$ cat src/rtl/mb_block_dispatcher.sv
// mb_block_dispatcher: walks one plane in raster order and issues block (x,y) to NUM_ENG engines
// using round-robin arbitration, tracking one outstanding block per engine.
module mb_block_dispatcher #(
  parameter int FRAME_W = 1280,
  parameter int FRAME_H = 720,
  parameter int BLK_W   = 4,
  parameter int BLK_H   = 4,
  parameter int NUM_ENG = 2,
  parameter int COORD_W = 16,
  parameter int CNT_W   = 32
) (
  input  logic               clk,
  input  logic               reset,
  input  logic               i_start,
  input  logic [NUM_ENG-1:0] i_eng_req,
  input  logic [NUM_ENG-1:0] i_eng_done,
  output logic [NUM_ENG-1:0] o_eng_grant,
  output logic [COORD_W-1:0] o_blk_x,
  output logic [COORD_W-1:0] o_blk_y,
  output logic [CNT_W-1:0]   o_issued_cnt,
  output logic               o_busy,
  output logic               o_done,
  output logic               o_err
);
  localparam int PW = NUM_ENG > 1 ? $clog2(NUM_ENG) : 1;

  if (FRAME_W % BLK_W != 0) begin : g_bad_w
    $error("FRAME_W must be a multiple of BLK_W");
  end
  if (FRAME_H % BLK_H != 0) begin : g_bad_h
    $error("FRAME_H must be a multiple of BLK_H");
  end
  if (NUM_ENG < 1) begin : g_bad_n
    $error("NUM_ENG must be at least 1");
  end

  typedef enum logic [1:0] {IDLE, RUN, DRAIN, DONE} state_t;

  state_t             r_state, w_state_nxt;
  logic [COORD_W-1:0] r_x, r_y, r_bx, r_by;
  logic [NUM_ENG-1:0] r_out, r_grant;
  logic [PW-1:0]      r_rr;
  logic [CNT_W-1:0]   r_cnt;
  logic               r_err;

  logic [NUM_ENG-1:0] w_elig, w_onehot, w_out_nxt, w_out_left;
  logic [PW-1:0]      w_hi, w_lo, w_win, w_rr_nxt;
  logic               w_hi_ok, w_lo_ok, w_go, w_start, w_last_x, w_last_blk;

  // Winner is the lowest eligible engine at or above rr_ptr, else the lowest eligible overall.
  always_comb begin
    w_elig  = i_eng_req & ~r_out;
    w_hi_ok = 1'b0;
    w_lo_ok = 1'b0;
    w_hi    = '0;
    w_lo    = '0;
    for (int i = NUM_ENG - 1; i >= 0; i--) begin
      if (w_elig[i]) begin
        w_lo_ok = 1'b1;
        w_lo    = PW'(i);
        if (PW'(i) >= r_rr) begin
          w_hi_ok = 1'b1;
          w_hi    = PW'(i);
        end
      end
    end
  end

  assign w_win      = w_hi_ok ? w_hi : w_lo;
  assign w_rr_nxt   = (w_win == PW'(NUM_ENG - 1)) ? '0 : w_win + PW'(1);
  assign w_onehot   = NUM_ENG'(1) << w_win;
  assign w_go       = (r_state == RUN) && w_lo_ok;
  assign w_start    = i_start && (r_state == IDLE || r_state == DONE);
  assign w_last_x   = r_x == COORD_W'(FRAME_W - BLK_W);
  assign w_last_blk = w_last_x && r_y == COORD_W'(FRAME_H - BLK_H);
  assign w_out_left = r_out & ~i_eng_done;
  assign w_out_nxt  = w_out_left | (w_go ? w_onehot : '0);

  always_comb begin
    w_state_nxt = r_state;
    if (w_start) w_state_nxt = RUN;
    else if (r_state == RUN && w_go && w_last_blk) w_state_nxt = DRAIN;
    else if (r_state == DRAIN && w_out_left == '0) w_state_nxt = DONE;
  end

  always_ff @(posedge clk) begin
    if (reset) begin
      r_state <= IDLE;
      r_x     <= '0;
      r_y     <= '0;
      r_bx    <= '0;
      r_by    <= '0;
      r_out   <= '0;
      r_grant <= '0;
      r_rr    <= '0;
      r_cnt   <= '0;
      r_err   <= 1'b0;
    end else begin
      r_state <= w_state_nxt;
      r_out   <= w_out_nxt;
      r_grant <= w_go ? w_onehot : '0;
      if (w_start) begin
        r_x   <= '0;
        r_y   <= '0;
        r_cnt <= '0;
        r_rr  <= '0;
        r_err <= 1'b0;
      end else begin
        r_err <= r_err | (|(i_eng_done & ~r_out));
        if (w_go) begin
          r_x   <= w_last_x ? '0 : r_x + COORD_W'(BLK_W);
          r_y   <= w_last_x ? r_y + COORD_W'(BLK_H) : r_y;
          r_bx  <= r_x;
          r_by  <= r_y;
          r_cnt <= r_cnt + CNT_W'(1);
          r_rr  <= w_rr_nxt;
        end
      end
    end
  end

  assign o_eng_grant  = r_grant;
  assign o_blk_x      = r_bx;
  assign o_blk_y      = r_by;
  assign o_issued_cnt = r_cnt;
  assign o_busy       = r_state == RUN || r_state == DRAIN;
  assign o_done       = r_state == DONE;
  assign o_err        = r_err;
endmodule
$ cat config.mk
export PLATFORM = sky130hd
export DESIGN_NAME = mb_block_dispatcher
export DESIGN_NICKNAME = d
export VERILOG_FILES = /design/src/rtl/mb_block_dispatcher.sv
export SDC_FILE = /design/constraint.sdc
export NUM_CORES = 1
export LEC_CHECK = 0
export BUFFER_PORTS_ARGS = -buffer_cell sky130_fd_sc_hd__clkbuf_2
export CAP_MARGIN = 20
export CORE_UTILIZATION = 56
export CTS_CLUSTER_SIZE = 25
export DETAILED_ROUTE_END_ITERATION = 16
export PLACE_DENSITY_LB_ADDON = 0.2
export SYNTH_ARGS = -nofsm -noshare
export SYNTH_HDL_FRONTEND = slang
export SYNTH_SLANG_ARGS = --single-unit
$ cat constraint.sdc
create_clock -name clk -period 2.55 [get_ports clk]
set_input_delay 0.3825 -clock clk [delete_from_list [all_inputs] [get_ports clk]]
set_output_delay 0.3825 -clock clk [all_outputs]
set_load 0.01 [all_outputs]
-- Yosys cells after proc, flatten, opt, wreduce, memory -nomap -nowiden
Cells that the tools add are included.
- flip-flop bits (word level): 104
- input bits: 7
- output and inout bits: 69
- word-level logic and storage cells: 63
- add/sub/neg operators: 4
- magnitude comparators: 2
- equal/unequal tests: 5
- shifts and indexed selects: 1
- mux-type cells: 16
- bitwise gates (word level): 8
- reductions and logical operators: 16
- operators with widths (kind ; count):
    $add 16x3->16 const B ; 2
    $add 32x1->32 const B ; 1
    $eq 16x10->1 const B ; 1
    $eq 16x11->1 const B ; 1
    $mux 16 ; 1
    $mux 1 ; 12
    $and 2x2->2 ; 3
    $logic_and 1x1->1 ; 6
    $mux 2 ; 3
    $eq 2x2->1 const B ; 2
    $logic_not 2->1 ; 2
    $not 2->2 ; 2
    $reduce_and 2->1 ; 2
    $reduce_or 2->1 ; 2
    $reduce_bool 3->1 ; 1
    $eq 2x1->1 const B ; 1
    $ge 1x1->1 const A ; 2
    $logic_or 1x1->1 ; 2
    $or 2x2->2 ; 1
    $reduce_bool 2->1 ; 1
    $shl 1x1->2 const A ; 1
    $add 1x1->1 const B ; 1
    $not 1->1 ; 1
    $or 1x1->1 ; 1

-- Depth between registers and ports, before layout
Gate-level depths: netlist of the first run.
- depth in word-level cells: 9
- depth in mapped cells: 8
- mapped depth without buffers: 6

-- Worst setup path before layout of the first run
OpenSTA, ideal clock, no wires.
- path type: register to register
- from: register r_x[14]
- to: register r_y[11]
- library setup time: 0.070 ns
- arrival: 2.128 ns
- required time: 2.480 ns
- setup slack: 0.352 ns
- stages on the path, launching flop included: 6
- path buffers: 1
- clock period less this slack: 2.198 ns
- path through: dfxtp_1 -> or4_4 -> or4_4 -> buf_6 -> or4_1 -> a21oi_1
- longest elaborated chain between the ends: 2
- ends and longest elaborated chain (element ; line ; text):
    from (decl) ; 40 ; logic [COORD_W-1:0] r_x, r_y, r_bx, r_by;
    from (signal assigned) ; 111 ; r_x <= w_last_x ? '0 : r_x + COORD_W'(BLK_W);
    $eq 16x11->1 ; 74 ; assign w_last_x = r_x == COORD_W'(FRAME_W - BLK_W);
    $reduce_and 2->1 (no line) ; n/a ;
    to (signal assigned) ; 112 ; r_y <= w_last_x ? r_y + COORD_W'(BLK_H) : r_y;
    to (decl) ; 40 ;
No other way between the ends.
A chain may end at the register's enable or synchronous reset.

-- Final worst setup path of the first run
- from: register r_x[14]
- to: register r_y[15]
Same word-level chain as after synthesis.

==> run metrics, run 1 <==
post-DP HPWL about 7200 um; area taken by multi-input logic gates 0.002331 sq mm; FP Rows 32; clk_lat worst skew 0.37 ns; vias in the first global route 3668; Pleak between 1.5 and 2 nW; Max-Cap Viols 0; Root Buffer clkbuf_8; # IOs between 70 and 80; Overflow after GRT 0; Clk pin slew, worst setup/hold paths ~0.09 ns; CTS H-tree depth 3; Area Overhead vs Synth 12.68%; worst slew pin tran 1.040 ns; outcome complete, no violations; Initial Util a little under 60%; Die H roughly 92 um; Tmin final ~2.3 ns; Initial DRC Count roughly 250; period utilization 89.16%; crit-path max FO 13; DR vias around 4200; Min-Delay Path Class in -> reg; peak supply drop 0.2921 mV; synthesized cell area 0.004491 sq mm; Final Hold Vio Count 0; Mapped Cells 535; clock skew 0.01152 ns; Post-synth EDFFs 0; Data required, critical path 2.86 ns; Critical Path End r_y[15]; Die W roughly 90 um; antenna viol nets, final 0; flop2flop setup slack around 0.28 ns; Synth area leaders dfxtp_1, a21oi_1, nand2_1; clk sinks 96; Max Transition Viols Final 0; # fillers 684; Synth top area share 42.80%; WS Path Type reg -> reg; Num CTS Buffers 9; RSZ-0062 raised after global routing false; post-CTS setup buffer count 0; TritonCTS clock tree built; layout cells sized above 1 17.83%; Final setup viols 0; WL/cell 14.69 um; Total GRT Usage 25.35%; Final Net Count 608; top_reg_cell synth dfxtp_1; asr flop ratio synth 0%; Antenna diodes 0; clk buf depth 2; aggregate negative setup slack 0 ns; Power Total 2.626 mW; placer congestion estimate between 0.8 and 0.9; Setup crit start kind flop; Max Freq 0.4398 GHz; Max-slew headroom 30.18%; reg2reg start r_x[14]; Setup crit start r_x[14]; Synth warnings 0; R2R cell count 4; DRT Pass-1 Iters 5; total core area 0.007727 sq mm; Critical Path End Type flop; FF-to-FF End r_y[15]; DRT Wirelength 10320 um; power density cells 518.9 mW/mm^2; flops & latches, synth 96; Mapped Avg Cell Area 8.394 sq um; WP data arrival 2.58 ns; Via density 5.963; Unique masters post-synth 44; biggest area consumer among synthesized cells dfxtp_1; area of the die 0.008381 sq mm; largest net degree at the start of global routing 33; Post-CTS Hold Buffers 0; sequential cell area slightly below 0.002 sq mm; Post-CTS Resized 0; initial antenna violation count 0; PortBufs 71; first-pass GRT wire length ~17000 um; register area share after synthesis 42.80%; Remaining DRCs 0
-- synthesized netlist by cell type (9+ instances only) --
library cell	instances
xor2_1	9
o2111ai_1	12
o21ai_0	14
nand2_1	88
or4_1	26
o31ai_1	25
or3_1	11
nand4_1	13
nor2_1	16
dfxtp_1	96
nand2b_1	10
inv_1	10
a21oi_1	72
clkbuf_1	25
nand3_1	16
and4_1	10
-- routing by layer --
layer / part of all wire, % / global-route usage [%]
met1: 44 / 33.25
met2: 48 / 40.10
met3: 5.6 / 4.690
met4: 2.0 / 12.04
met5: 0 / 0
-- power by group --
part	switching (mW)	internal [mW]
Clock	0.563	0.393
Combinational	0.112	0.0429
Sequential	0.00778	1.51
-- cell families (layout without fill, tap and decap cells) --
kind of cell               Yosys count  count (layout)  synth area share (%)
and+or+nand+nor                    224             224                 26.72
AOI/OAI and AO/OA                  142             142                 19.42
DFF                                 96              96                 42.80
other                                1               4               0.08351
adders and majority gates            6               6                 1.672
buffers and inverters               48             110                 5.656
muxes                                5               5                 1.115
xor gates and xnor gates            13              13                 2.536
-- final cells by class --
class / instances / share of cell area [%]
multi-input combinational: 394 / 46.07
timing repair buffer: 84 / 8.952
sequential: 96 / 37.98
clock buffer: 10 / 2.720
clock inverter: 6 / 1.014
tap: 102 / 2.522
inverter: 10 / 0.7418
-- how the worst min path moves through the flow --
stage                       start  cells after the start  slack, ns         end
finish              i_eng_done[1]                      3       0.31       o_err
global route        i_eng_done[1]                      3       0.32       o_err
CTS                 i_eng_done[1]                      3       0.30       o_err
detailed placement     o_blk_x[4]                      2       0.45  o_blk_x[4]
global placement             r_rr                      2       0.44        r_rr
floorplan                    r_rr                      2       0.43        r_rr
-- placed cells by master, fill, tap and decap left out, drive strengths merged, types with 4 or more instances in the layout --
master | netlist | routed
a21oi | 72 | 72
and2 | 7 | 7
and3 | 7 | 7
and4 | 10 | 10
buf | 12 | 13
clkbuf | 25 | 81
conb | 1 | 4
dfxtp | 96 | 96
ha | 6 | 6
inv | 10 | 12
mux2i | 5 | 5
nand2 | 88 | 88
nand2b | 10 | 10
nand3 | 16 | 16
nand4 | 13 | 13
nor2 | 16 | 16
nor4 | 7 | 7
o2111ai | 12 | 12
o211ai | 4 | 4
o21ai | 15 | 15
o31ai | 25 | 25
or3 | 13 | 13
or4 | 29 | 29
xnor2 | 4 | 4
xor2 | 9 | 9
-- registers in the layout (all words and copies together), names as in the netlist, 2 cells and up --
signal        count
o_issued_cnt     32
o_blk_y          14
r_out             2
r_x              14
r_y              14
o_blk_x          14
r_state           2
o_eng_grant       2
-- stage by stage --
stage               hold slack [ns]  instances  instance area [sq um]  utilization (%)  setup WS, ns
CTS                          0.2977        702                   5060            65.48        0.2842
finish                       0.3104        702                   5060            65.48        0.2763
global route                 0.3210        702                   5060            65.48        0.1793
global placement             0.4428        686                   4871            63.03        0.3396
floorplan                    0.4332        538                   4502                -        0.3518
detailed placement           0.4456        686                   4871            63.03        0.3119
-- worst max-delay path: stages, from the launching register on --
cell and delay, ns:
dfxtp_1 0.35, or4_4 0.58, or4_4 0.62, or4_1 0.52
a21oi_1 0.14
(Power assumes the default switching activity.)
==> run 2, diff against run 1 <==
CORE_ASPECT_RATIO = 0.8   (was not set)
==> run 2 against run 1 <==
Effect of this change: clock skew fell by 0.00055 ns; clock power rose by 16%; critical path depth did not move; routed wire length rose by 7.9%; critical endpoint unchanged; via count rose by 3.5%; final area rose by 1.3%.
==> run metrics, run 2 (synthesized netlist as in run 1, its figures left out) <==
placer congestion estimate about 0.85; Pleak 1.753 nW; post-DP HPWL ~8000 um; final core utilization 67.74%; Root Buffer clkbuf_8; WP data arrival roughly 2.6 ns; FP Rows 28; Power Total 2.788 mW; Via density 6.109; outcome complete, no violations; Area after DPL 0.004905 sq mm; Final setup viols 0; crit-path max FO 13; aggregate negative setup slack 0 ns; Total GRT Usage 27.20%; DRT Pass-1 Iters 4; area taken by multi-input logic gates 0.002331 sq mm; Setup crit start kind flop; antenna viol nets, final 0; initial antenna violation count 0; TritonCTS clock tree built; RSZ-0062 raised after global routing false; worst slew pin tran 1.017 ns; WHS Path Cells 3; Post-CTS Resized 0; Die H 82.10 um; R2R cell count 4; largest net degree at the start of global routing 32; final instance area 0.005126 sq mm; # fillers approximately 670; total core area 0.007567 sq mm; peak supply drop 0.2896 mV; Initial DRC Count 309; DRT Wirelength 11130 um; Antenna diodes 0; Non-Filler Instances 709; Final Hold Vio Count 0; Overflow after GRT 0; Tmin final roughly 2.3 ns; period utilization 89.82%; post-CTS setup buffer count 0; vias in the first global route 3727; commonest non-fill, non-tap cell in the layout dfxtp_1; Post-CTS Hold Buffers 0; WL/cell approximately 16 um; Num CTS Buffers 9; PortBufs 71; pre-CTS WS between 0.2 and 0.3 ns; layout cells sized above 1 18.21%; Max Transition Viols Final 0; WS Path Type reg -> reg; CTS H-tree depth 3; clk_lat worst skew 0.36 ns; Max-slew headroom a little under a third; Final Net Count about 600; clk buf depth 2; Data required, critical path ~2.9 ns; power density cells 543.9 mW/mm^2; clock skew ~0.011 ns; Area Overhead vs Synth 14.15%; Largest register FFs 32; area of the die 0.008383 sq mm; clk sinks 96; Min-Delay Path Class in -> reg; Critical Path End Type flop; Hold WS a little under 0.3 ns; # IOs 76; Post-Place Cells roughly 690; Max-Cap Viols 0; Max Freq roughly 0.44 GHz; most frequent cells in the layout dfxtp_1, nand2_1, a21oi_1; sequential cell area 0.001922 sq mm; Remaining DRCs 0; Die W 102.1 um; Initial Util 59.34%; final worst setup slack 0.2595 ns; DR vias 4331; first-pass GRT wire length 17860 um; Clk pin slew, worst setup/hold paths 0.10 ns
==> run 2: cell types whose count changed in the layout (fill, tap and decap cells not counted), sizes merged <==
cell	before	now
inv	12	10
bufinv	0	2
clkinvlp	3	2
clkbuf	81	82
buf	13	17
==> run 2: per-layer routing <==
layer	wire [um]	track usage (%)	vias to the layer above
met5	0	0	-
met1	5162	37.22	2063
met2	5095	42.62	161
met4	151	9.000	0
met3	723	6.145	15
li1	-	-	2092
==> run 2: power by group <==
group	internal (mW)	total (mW)	switching, mW
logic	0.0465	0.165	0.118
registers	1.51	1.51	0.00822
clock network	0.578	1.11	0.530
==> run 2: critical path, cell delays in order, from the launching register on <==
cell	delay, ns
dfxtp_1	0.35
or4_4	0.58
or4_4	0.63
or4_1	0.53
a21oi_1	0.14
==> run 2: layout make-up <==
| cell class | instances | area share [%] |
|---|---|---|
| timing repair buffer | 88 | 9.422 |
| clock buffer | 11 | 2.758 |
| clock inverter | 5 | 1.562 |
| sequential | 96 | 37.49 |
| tap | 105 | 2.563 |
| multi-input combinational | 394 | 45.47 |
| inverter | 10 | 0.7322 |
==> run 2: worst paths after layout <==
| kind | start | to | slack, ns |
|---|---|---|---|
| setup / recovery | r_x[14] | r_y[15] | 0.26 |
| setup reg to reg | r_x[14] | r_y[15] | 0.26 |
| hold reg to reg | o_blk_x[10] | o_blk_x[10] | 0.46 |
| hold / removal | i_eng_done[1] | o_err | 0.29 |
